===== config.mk =====
export PLATFORM = sky130hd
export DESIGN_NAME = sram_arbiter
export DESIGN_NICKNAME = d
export VERILOG_FILES = /design/src/rtl/sram_arb_pkg.sv /design/src/rtl/sram_arbiter.sv
export SDC_FILE = /design/constraint.sdc
export NUM_CORES = 1
export LEC_CHECK = 0
export BUFFER_PORTS_ARGS = -buffer_cell sky130_fd_sc_hd__buf_2
export CORE_ASPECT_RATIO = 1.25
export CORE_MARGIN = 3
export CORE_UTILIZATION = 37
export CTS_CLUSTER_DIAMETER = 50
export CTS_CLUSTER_SIZE = 10
export DETAILED_ROUTE_END_ITERATION = 7
export MAX_ROUTING_LAYER = met4
export PLACE_DENSITY = 0.7
export SYNTH_ARGS = -nofsm -noshare
export SYNTH_HDL_FRONTEND = slang
export SYNTH_SLANG_ARGS = --single-unit

===== constraint.sdc =====
create_clock -name Clk -period 3.25 [get_ports Clk]
set_input_delay 0.1625 -clock Clk [delete_from_list [all_inputs] [get_ports Clk]]
set_output_delay 0.1625 -clock Clk [all_outputs]
set_load 0.02 [all_outputs]

===== src/rtl/sram_arb_pkg.sv =====
// Shared types and constants for the two-port asynchronous SRAM arbiter.
// Holds the FSM state encoding, the owner encoding, bus widths and a helper
// that maps each state to the SRAM strobe pattern it drives.
package sram_arb_pkg;

  localparam int ADDR_W = 20;
  localparam int DATA_W = 16;

  typedef enum logic [2:0] {
    IDLE,
    RD_1,
    RD_2,
    WR_1,
    WR_2,
    WR_3,
    ACK
  } state_t;

  typedef enum logic {
    OWN_CPU,
    OWN_LDR
  } owner_t;

  // Active-low SRAM strobes grouped so they can be registered together.
  typedef struct packed {
    logic ce;
    logic ub;
    logic lb;
    logic oe;
    logic we;
  } strobe_t;

  // Strobe pattern to be presented while the FSM sits in state s.
  function automatic strobe_t strobes_for(input state_t s);
    strobe_t st;
    st = '{default: 1'b1};
    case (s)
      RD_1, RD_2: begin
        st.ce = 1'b0;
        st.ub = 1'b0;
        st.lb = 1'b0;
        st.oe = 1'b0;
      end
      WR_1, WR_2, WR_3: begin
        st.ce = 1'b0;
        st.ub = 1'b0;
        st.lb = 1'b0;
        st.we = 1'b0;
      end
      default: ;
    endcase
    return st;
  endfunction

endpackage


===== src/rtl/sram_arbiter.sv =====
// Two-requester (CPU, loader) arbiter in front of a 16-bit asynchronous SRAM.
// A read takes RD_1/RD_2 then ACK; a write takes WR_1..WR_3 then ACK.
// All SRAM-side outputs and acks are registered: each transition loads the
// values belonging to the state being entered.
// Build option: define SRAM_ARB_ROUND_ROBIN_EN to alternate grants on
// simultaneous requests; otherwise the CPU has fixed priority.
module sram_arbiter
  import sram_arb_pkg::*;
(
  input  logic              Clk,
  input  logic              Reset,
  input  logic              cpu_req,
  input  logic              cpu_we,
  input  logic [ADDR_W-1:0] cpu_addr,
  input  logic [DATA_W-1:0] cpu_wdata,
  output logic              cpu_ack,
  input  logic              ldr_req,
  input  logic              ldr_we,
  input  logic [ADDR_W-1:0] ldr_addr,
  input  logic [DATA_W-1:0] ldr_wdata,
  output logic              ldr_ack,
  output logic [DATA_W-1:0] rdata,
  output logic [ADDR_W-1:0] sram_addr,
  output logic [DATA_W-1:0] sram_dq_out,
  output logic              sram_dq_oe,
  input  logic [DATA_W-1:0] sram_dq_in,
  output logic              Mem_CE,
  output logic              Mem_UB,
  output logic              Mem_LB,
  output logic              Mem_OE,
  output logic              Mem_WE
);

  state_t            state;
  owner_t            owner;
  strobe_t           strb;

  logic              grant_valid;
  owner_t            grant_owner;
  logic              sel_we;
  logic [ADDR_W-1:0] sel_addr;
  logic [DATA_W-1:0] sel_wdata;

  assign Mem_CE = strb.ce;
  assign Mem_UB = strb.ub;
  assign Mem_LB = strb.lb;
  assign Mem_OE = strb.oe;
  assign Mem_WE = strb.we;

  // Arbitration: pick the requester to serve and select its request fields.
  always_comb begin
    // NOTE: every output of a combinational block gets a default first so no path can infer a latch.
    grant_valid = cpu_req | ldr_req;
    grant_owner = OWN_LDR;
    if (cpu_req && ldr_req) begin
`ifdef SRAM_ARB_ROUND_ROBIN_EN
      grant_owner = (owner == OWN_CPU) ? OWN_LDR : OWN_CPU;
`else
      grant_owner = OWN_CPU;
`endif
    end else if (cpu_req) begin
      grant_owner = OWN_CPU;
    end
    sel_we    = (grant_owner == OWN_CPU) ? cpu_we    : ldr_we;
    sel_addr  = (grant_owner == OWN_CPU) ? cpu_addr  : ldr_addr;
    sel_wdata = (grant_owner == OWN_CPU) ? cpu_wdata : ldr_wdata;
  end

  // Access FSM with registered SRAM strobes, bus control, read data and acks.
  always_ff @(posedge Clk) begin
    // NOTE: all state here uses non-blocking assignments so every register samples pre-edge values.
    if (Reset) begin
      state       <= IDLE;
      owner       <= OWN_LDR;
      strb        <= strobes_for(IDLE);
      rdata       <= '0;
      sram_addr   <= '0;
      sram_dq_out <= '0;
      sram_dq_oe  <= 1'b0;
      cpu_ack     <= 1'b0;
      ldr_ack     <= 1'b0;
    end else begin
      cpu_ack <= 1'b0;
      ldr_ack <= 1'b0;
      case (state)
        IDLE: begin
          if (grant_valid) begin
            owner     <= grant_owner;
            sram_addr <= sel_addr;
            if (sel_we) begin
              state       <= WR_1;
              strb        <= strobes_for(WR_1);
              sram_dq_out <= sel_wdata;
              sram_dq_oe  <= 1'b1;
            end else begin
              state <= RD_1;
              strb  <= strobes_for(RD_1);
            end
          end
        end
        RD_1: begin
          state <= RD_2;
          strb  <= strobes_for(RD_2);
        end
        RD_2: begin
          state   <= ACK;
          strb    <= strobes_for(ACK);
          rdata   <= sram_dq_in;
          cpu_ack <= (owner == OWN_CPU);
          ldr_ack <= (owner == OWN_LDR);
        end
        WR_1: begin
          state <= WR_2;
          strb  <= strobes_for(WR_2);
        end
        WR_2: begin
          state <= WR_3;
          strb  <= strobes_for(WR_3);
        end
        WR_3: begin
          state       <= ACK;
          strb        <= strobes_for(ACK);
          sram_dq_oe  <= 1'b0;
          sram_dq_out <= '0;
          cpu_ack     <= (owner == OWN_CPU);
          ldr_ack     <= (owner == OWN_LDR);
        end
        ACK: begin
          state <= IDLE;
          strb  <= strobes_for(IDLE);
        end
        default: begin
          state <= IDLE;
          strb  <= strobes_for(IDLE);
        end
      endcase
    end
  end

endmodule


==> flow_summary.toml, run 1 <==
[status]
run_status = "completed"

[grt]
grtUsageMet2_pct = 27.2
grt_pass1_wl_mm = 12.1
grt_use_met1_pct = 20.2
grt_pass1_vias = 2568
grt.busiest_layer = "met2"
antenna_found_initial = 0
overflow = 0
grt_max_degree = 32
grt_usage_pct = 17.0
use_met3_pct = 5.31

[pwr]
p_int_mw = 1.69
p_total_mw = 2.61
peakVddDrop_v = 0.000307
swShare_pct = 35.5
clockPowerShare_pct = 28.2
leakagePower_nw = 1.79
p_switching_mw = 0.928
seqPwrFrac_pct = 38.7
combPwrFrac_pct = 33.2
p_per_area_mw_per_mm2 = 688

[sta]
clock.fmax_mhz = 594
finalMaxSlewViolations = 0
grt_setup_unrepaired = "false"
final-hold-violation-count = 0
tns_ns = 0
worstMarginPinSlew_ns = 0.738
final-setup-viol-count = 0
timing.hold.ws_ns = 0.0738
worst_clock_skew_ns = 0.00506
period_needed_ns = 1.68
post-route-period-util_pct = 51.8
slew_headroom_pct = 50.8

[routing]
drtIter0Drc = 91
avgRoutedWirePerCell_um = 13.8
wl_mm = 7.35
dr.pass1.iters = 4
vias = 2680
vias_per_cell = 5.04
antenna_left = 0
drc = 0

[finish]
syn2layout_area_growth_pct = 33.2
n_antenna_cell = 0
multiInputGateArea_sq_mm = 0.00142
nets = 530
final_util_pct = 51.0
drive_gt1_share_pct = 45.5
seq_area_sq_mm = 0.00124
fill_cells = 728

[setup_path]
crit_start = "state[1]"
cp-start-kind = "register"
rr_endpoint = "rdata[0]"
critical_path_class = "register to register"
arrival_ns = 1.88
critical_path.endpoint = "rdata[0]"
cp.required_ns = 3.44
reg2regPathDepth = 3
cp-end-kind = "register"
rrSetupSlack_ns = 1.57
r2r_start = "state[1]"
path_max_fanout = 18

[logic_synthesis]
synthArstFlopShare_pct = 0
synth_cell_types = 38
synth_edf_count = 0
syn_nets = 392
synth_area_per_cell_sq_um = 9.60
synth.yosys.seq_area_share_pct = 43.5
ys.flop_type = "dfxtp_1"
synth_seq_cells = 62
netlist_instances = 297
synth_area_sq_mm = 0.00285
synth_warnings = 0

[clock_network]
cts_resized = 0
cts_buffer_depth = 2
root_buffer = "clkbuf_8"
cts-htree-levels = 3
clk_latency_ns = 0.32
post_cts_buffers = 0
clk_pin_slew_ns = 0.07
cts-hold-fix-buffers = 0
clock_sinks = 62
cts_tree = "done"
cts_made_buffers = 9

[floorplanning]
row_count = 35
io_pins = 154
core_region_area_sq_mm = 0.00744
fp.dieW_um = 84.5
dieArea_sq_mm = 0.00880
die_y_um = 104
initial_core_util_pct = 38.3

[place]
dp_hpwl_mm = 5.39
routabilityCongestion = 0.806
io_buffers = 153

[min_path]
min_path_type = "input port to register"

[job]
max_cap_viol_count = 0
==> cell usage in the layout, fill, tap and decap left out, types with 2 or more instances in the layout <==
cell,count
bufinv_16,2
nor3_1,3
inv_1,5
o22ai_1,16
buf_2,153
clkbuf_8,10
buf_4,3
a211oi_2,22
nand2_1,35
nor2_1,5
a21o_1,2
a21oi_1,37
clkbuf_1,2
o21ai_0,20
nor4_1,2
clkinv_2,2
a221oi_1,2
mux2i_1,37
dfxtp_1,62
==> layout make-up <==
class	count	area share, %
Tap cell	92	3.03
Clock buffer	12	3.82
Multi-Input combinational cell	201	37.4
Clock inverter	4	1.85
Timing Repair Buffer	156	20.8
Inverter	5	0.494
Sequential cell	62	32.7
==> worst min path at each step <==
stage	depth (start not counted)	slack, ns	start	endpoint
6_report	3	0.07	sram_dq_in[6]	rdata[6]
3_3_place_gp	3	0.40	sram_dq_in[3]	rdata[3]
4_1_cts	3	0.05	sram_dq_in[9]	rdata[9]
2_1_floorplan	2	0.30	sram_dq_in[0]	rdata[0]
3_5_place_dp	3	0.41	sram_dq_in[9]	rdata[9]
5_1_grt	3	0.06	sram_dq_in[8]	rdata[8]
==> cells in the mapped netlist, types with 3 or more instances <==
master / n / area, sq um
nand2_1: 35 / 131
dfxtp_1: 62 / 1240
a211oi_2: 22 / 275
nor2_1: 5 / 18.8
buf_2: 14 / 70.1
a21oi_1: 37 / 185
nor3_1: 3 / 15.0
o21ai_0: 20 / 100
buf_6: 4 / 45.0
clkbuf_1: 5 / 18.8
o22ai_1: 16 / 100
inv_1: 5 / 18.8
buf_4: 4 / 30.0
mux2i_1: 37 / 370
==> critical path: stages, from the launching register on <==
cell     delay, ns
dfxtp_1       0.62
or3b_1        0.69
nand2_1       0.17
a21oi_1       0.07
==> registers in the layout, indices dropped and copies added, names as in the netlist <==
register and count:
state 3, sram_dq_oe 1, sram_dq_out 16, rdata 16
owner 1, Mem_CE 1, Mem_WE 1, sram_addr 20
cpu_ack 1, Mem_OE 1, ldr_ack 1
==> power groups by stage <==
stage	clock, mW	combinational, mW	sequential, mW
2_1_floorplan	0	0.510	1.16
3_3_place_gp	0	0.854	1.03
3_5_place_dp	0	0.875	1.02
4_1_cts	0.759	0.876	1.01
5_1_grt	0.787	0.949	1.03
6_report	0.737	0.867	1.01
==> metal layers <==
metal / vias up / routed length (um)
met3: 13 / 608
met4: 0 / 125
met2: 98 / 3470
li1: 1351 / -
met5: - / 0
met1: 1218 / 3140
==> through the flow <==
stage                     cells  cell area, sq um  setup WS [ns]
after floorplan             297              2850           1.97
after global placement      516              3580           1.30
after detailed placement    516              3580           1.24
after CTS                   532              3800           1.57
after global routing        532              3800           1.39
final                       532              3800           1.57
==> cells by family after synthesis <==
logic type | Yosys count | share of synthesized area [%]
buffers and inverters | 34 | 6.67
flip-flops | 62 | 43.5
multiplexers | 37 | 13.0
AO/OA/AOI/OAI | 106 | 26.4
AND/OR/NAND/NOR | 57 | 9.97
adder cells (fa/ha/maj) | 1 | 0.439
No activity file was read; power rests on OpenSTA's default activity.
==> run 2: changes to the inputs <==
--- a/config.mk
+++ b/config.mk
@@ -5,6 +5,7 @@
 export SDC_FILE = /design/constraint.sdc
 export NUM_CORES = 1
 export LEC_CHECK = 0
+export ABC_AREA = 1
 export BUFFER_PORTS_ARGS = -buffer_cell sky130_fd_sc_hd__buf_2
 export CORE_ASPECT_RATIO = 1.25
 export CORE_MARGIN = 3
@@ -13,7 +14,7 @@
 export CTS_CLUSTER_SIZE = 10
 export DETAILED_ROUTE_END_ITERATION = 7
 export MAX_ROUTING_LAYER = met4
-export PLACE_DENSITY = 0.7
+export PLACE_DENSITY = 0.74
 export SYNTH_ARGS = -nofsm -noshare
 export SYNTH_HDL_FRONTEND = slang
 export SYNTH_SLANG_ARGS = --single-unit
==> constraint.sdc (replaced) <==
create_clock -name Clk -period 1.5 [get_ports Clk]
set_input_delay 0.075 -clock Clk [delete_from_list [all_inputs] [get_ports Clk]]
set_output_delay 0.075 -clock Clk [all_outputs]
set_load 0.02 [all_outputs]
==> flow_summary.toml, run 2 <==
[floorplanning]
initial_core_util_pct = 38.3
die_y_um = 101
row_count = 34
fp.dieW_um = 82.0
io_pins = 154
dieArea_sq_mm = 0.00828
core_region_area_sq_mm = 0.00698

[setup_path]
path_cells = "inv_2 > nand2_1 > nor2_1 > nand2_1 > nand3_2 > nand2_1 > a21oi_1"
path_depth = 7
crit_buf_inv = 1
critical_path_class = "register to register"
arrival_ns = 1.63
reg2regPathDepth = 7
cp-start-kind = "register"
cp-end-kind = "register"
max_stage_delay_ns = 0.35
cp.required_ns = 1.75
critPathTopFamily = "simple AND/OR/NAND/NOR gates"
path_max_fanout = 8
rrSetupSlack_ns = 0.13
rr_endpoint = "sram_dq_out[9]"
r2r_start = "state[2]"
crit_slowest_cell = "dfxtp_1"
path_common_cell = "nand2_1"

[clock_network]
cts_buffer_depth = 2
clk_pin_slew_ns = 0.06
root_buffer = "clkbuf_8"
cts_made_buffers = 9
cts-htree-levels = 3
clk_latency_ns = 0.33
clock_sinks = 62
cts_tree = "done"

[routing]
vias_per_cell = 4.79
vias = 3039
antenna_left = 0
drc = 0
drtIter0Drc = 175
wl_mm = 7.75
dr.pass1.iters = 4
avgRoutedWirePerCell_um = 12.2

[logic_synthesis]
ys.flop_type = "dfxtp_1"
synth_area_sq_mm = 0.00267
synth_top_area_share_pct = 46.5
synthArstFlopShare_pct = 0
synth.yosys.seq_area_share_pct = 46.5
synth_top_area_cell = "dfxtp_1"
synth_commonest_cells = "nand2_1, dfxtp_1, a21oi_1"
synth_area_per_cell_sq_um = 7.18
synth_edf_count = 0
synth_warnings = 0
synth_seq_cells = 62
synth_cell_types = 22
syn_nets = 467
yosysMostFrequentCell = "nand2_1"
netlist_instances = 372
synthTopCellsByArea = "dfxtp_1, nand2_1, a21oi_1, a31oi_1, nand3_1"

[sta]
worst_clock_skew_ns = 0.00621
grt_setup_unrepaired = "true"
final-hold-violation-count = 0
post-route-period-util_pct = 91.5
slew_headroom_pct = 51.7
final-setup-viol-count = 0
worstMarginPinSlew_ns = 0.720
period_needed_ns = 1.37
clock.fmax_mhz = 729
finalMaxSlewViolations = 0

[job]
max_cap_viol_count = 0

[finish]
instances_no_fill = 634
mostFrequentLayoutCell = "nand2_1"
reg_top3 = "sram_addr: 20 flops, rdata: 16 flops, sram_dq_out: 16 flops"
seq_area_sq_mm = 0.00124
fin_area_sq_mm = 0.00386
multiInputGateArea_sq_mm = 0.00124
syn2layout_area_growth_pct = 44.5
final_util_pct = 55.3
n_antenna_cell = 0
largest_register_ffs = 20
nets = 635
final_cell_mix = "nand2_1, buf_2, dfxtp_1"
fill_cells = 683
drive_gt1_share_pct = 33.8
top_register = "sram_addr"

[pwr]
leakagePower_nw = 1.95
peakVddDrop_v = 0.000777
p_per_area_mw_per_mm2 = 1700
p_total_mw = 6.56

[place]
routabilityCongestion = 0.779
dp_cells = 595
postPlaceCellArea_sq_mm = 0.00346
io_buffers = 153
dp_hpwl_mm = 5.50

[min_path]
hold_path_end = "rdata[15]"
min_path_type = "input port to register"
min_from = "sram_dq_in[15]"
holdPathStages = 3

[grt]
grt_max_degree = 43
grt_usage_pct = 19.3
overflow = 0
grt_pass1_vias = 2806
antenna_found_initial = 0
grt_pass1_wl_mm = 12.0

[status]
run_status = "completed"
## run 2: cell types whose count changed after synthesis, sizes merged, moves of 16 or more
| cell | delta |
|---|---|
| a211oi | -23 |
| a31oi | +19 |
| mux2i | -37 |
| nand2 | +122 |
| nand3 | +25 |
| o22ai | -16 |
## run 2: worst max-delay path by stage
stage | startpoint | to | slack (ns)
final | state[2] | sram_dq_out[9] | 0.13
after global routing | state[1] | state[1] | -0.02
after CTS | state[1] | state[1] | 0.11
after detailed placement | state[1] | state[1] | 0.13
after global placement | state[1] | cpu_ack | 0.22
after floorplan | state[1] | rdata[10] | 0.24
## run 2: per-stage QoR
step,setup WS [ns],setup TNS [ns],hold slack [ns]
finish,0.128,0,0.0159
global route,-0.0244,-0.102,0.00366
CTS,0.110,0,0.000198
detailed placement,0.129,0,0.354
global placement,0.217,0,0.348
floorplan,0.240,0,0.235
## run 2: power breakdown
part	total, mW	switching, mW	internal [mW]
logic	2.96	1.94	1.02
registers	2.42	0.284	2.14
clock network	1.18	0.602	0.577
## run 2: final cells by class
| class | count | share of cell area (%) |
|---|---|---|
| clock inverter | 5 | 0.713 |
| multi-input combinational | 271 | 32.2 |
| timing repair buffer | 182 | 27.3 |
| tap | 90 | 2.92 |
| clock buffer | 10 | 3.31 |
| inverter | 14 | 1.36 |
| sequential | 62 | 32.2 |
## run 2: tightest hold or removal path, cell delays in order
cell and delay [ns]:
buf_2 0.10, nand3_1 0.07, a21oi_1 0.06
## run 2: cells by family after synthesis
kind of cell | after synthesis | share of synthesized area (%)
AO/OA/AOI/OAI | 77 | 15.5
adder cells (fa/ha/maj) | 1 | 0.469
buffers and inverters | 40 | 7.31
flip-flops | 62 | 46.5
AND/OR/NAND/NOR | 192 | 30.3
## run 2: per-layer routing
layer  global-route usage [%]  vias up  routed length [um]
met2                     34.5      129                4100
met5                        -        -                   0
met3                     3.22       17                 547
met1                     19.6     1340                2890
met4                     10.4        0                 207
li1                         -     1553                   -
## run 2: what timing repair did
item	CTS	global route
resized for setup	0	0
hold endpoints to repair	16	0
hold buffers	23	0
buffers inserted	0	0
endpoints found under the setup margin	0	6
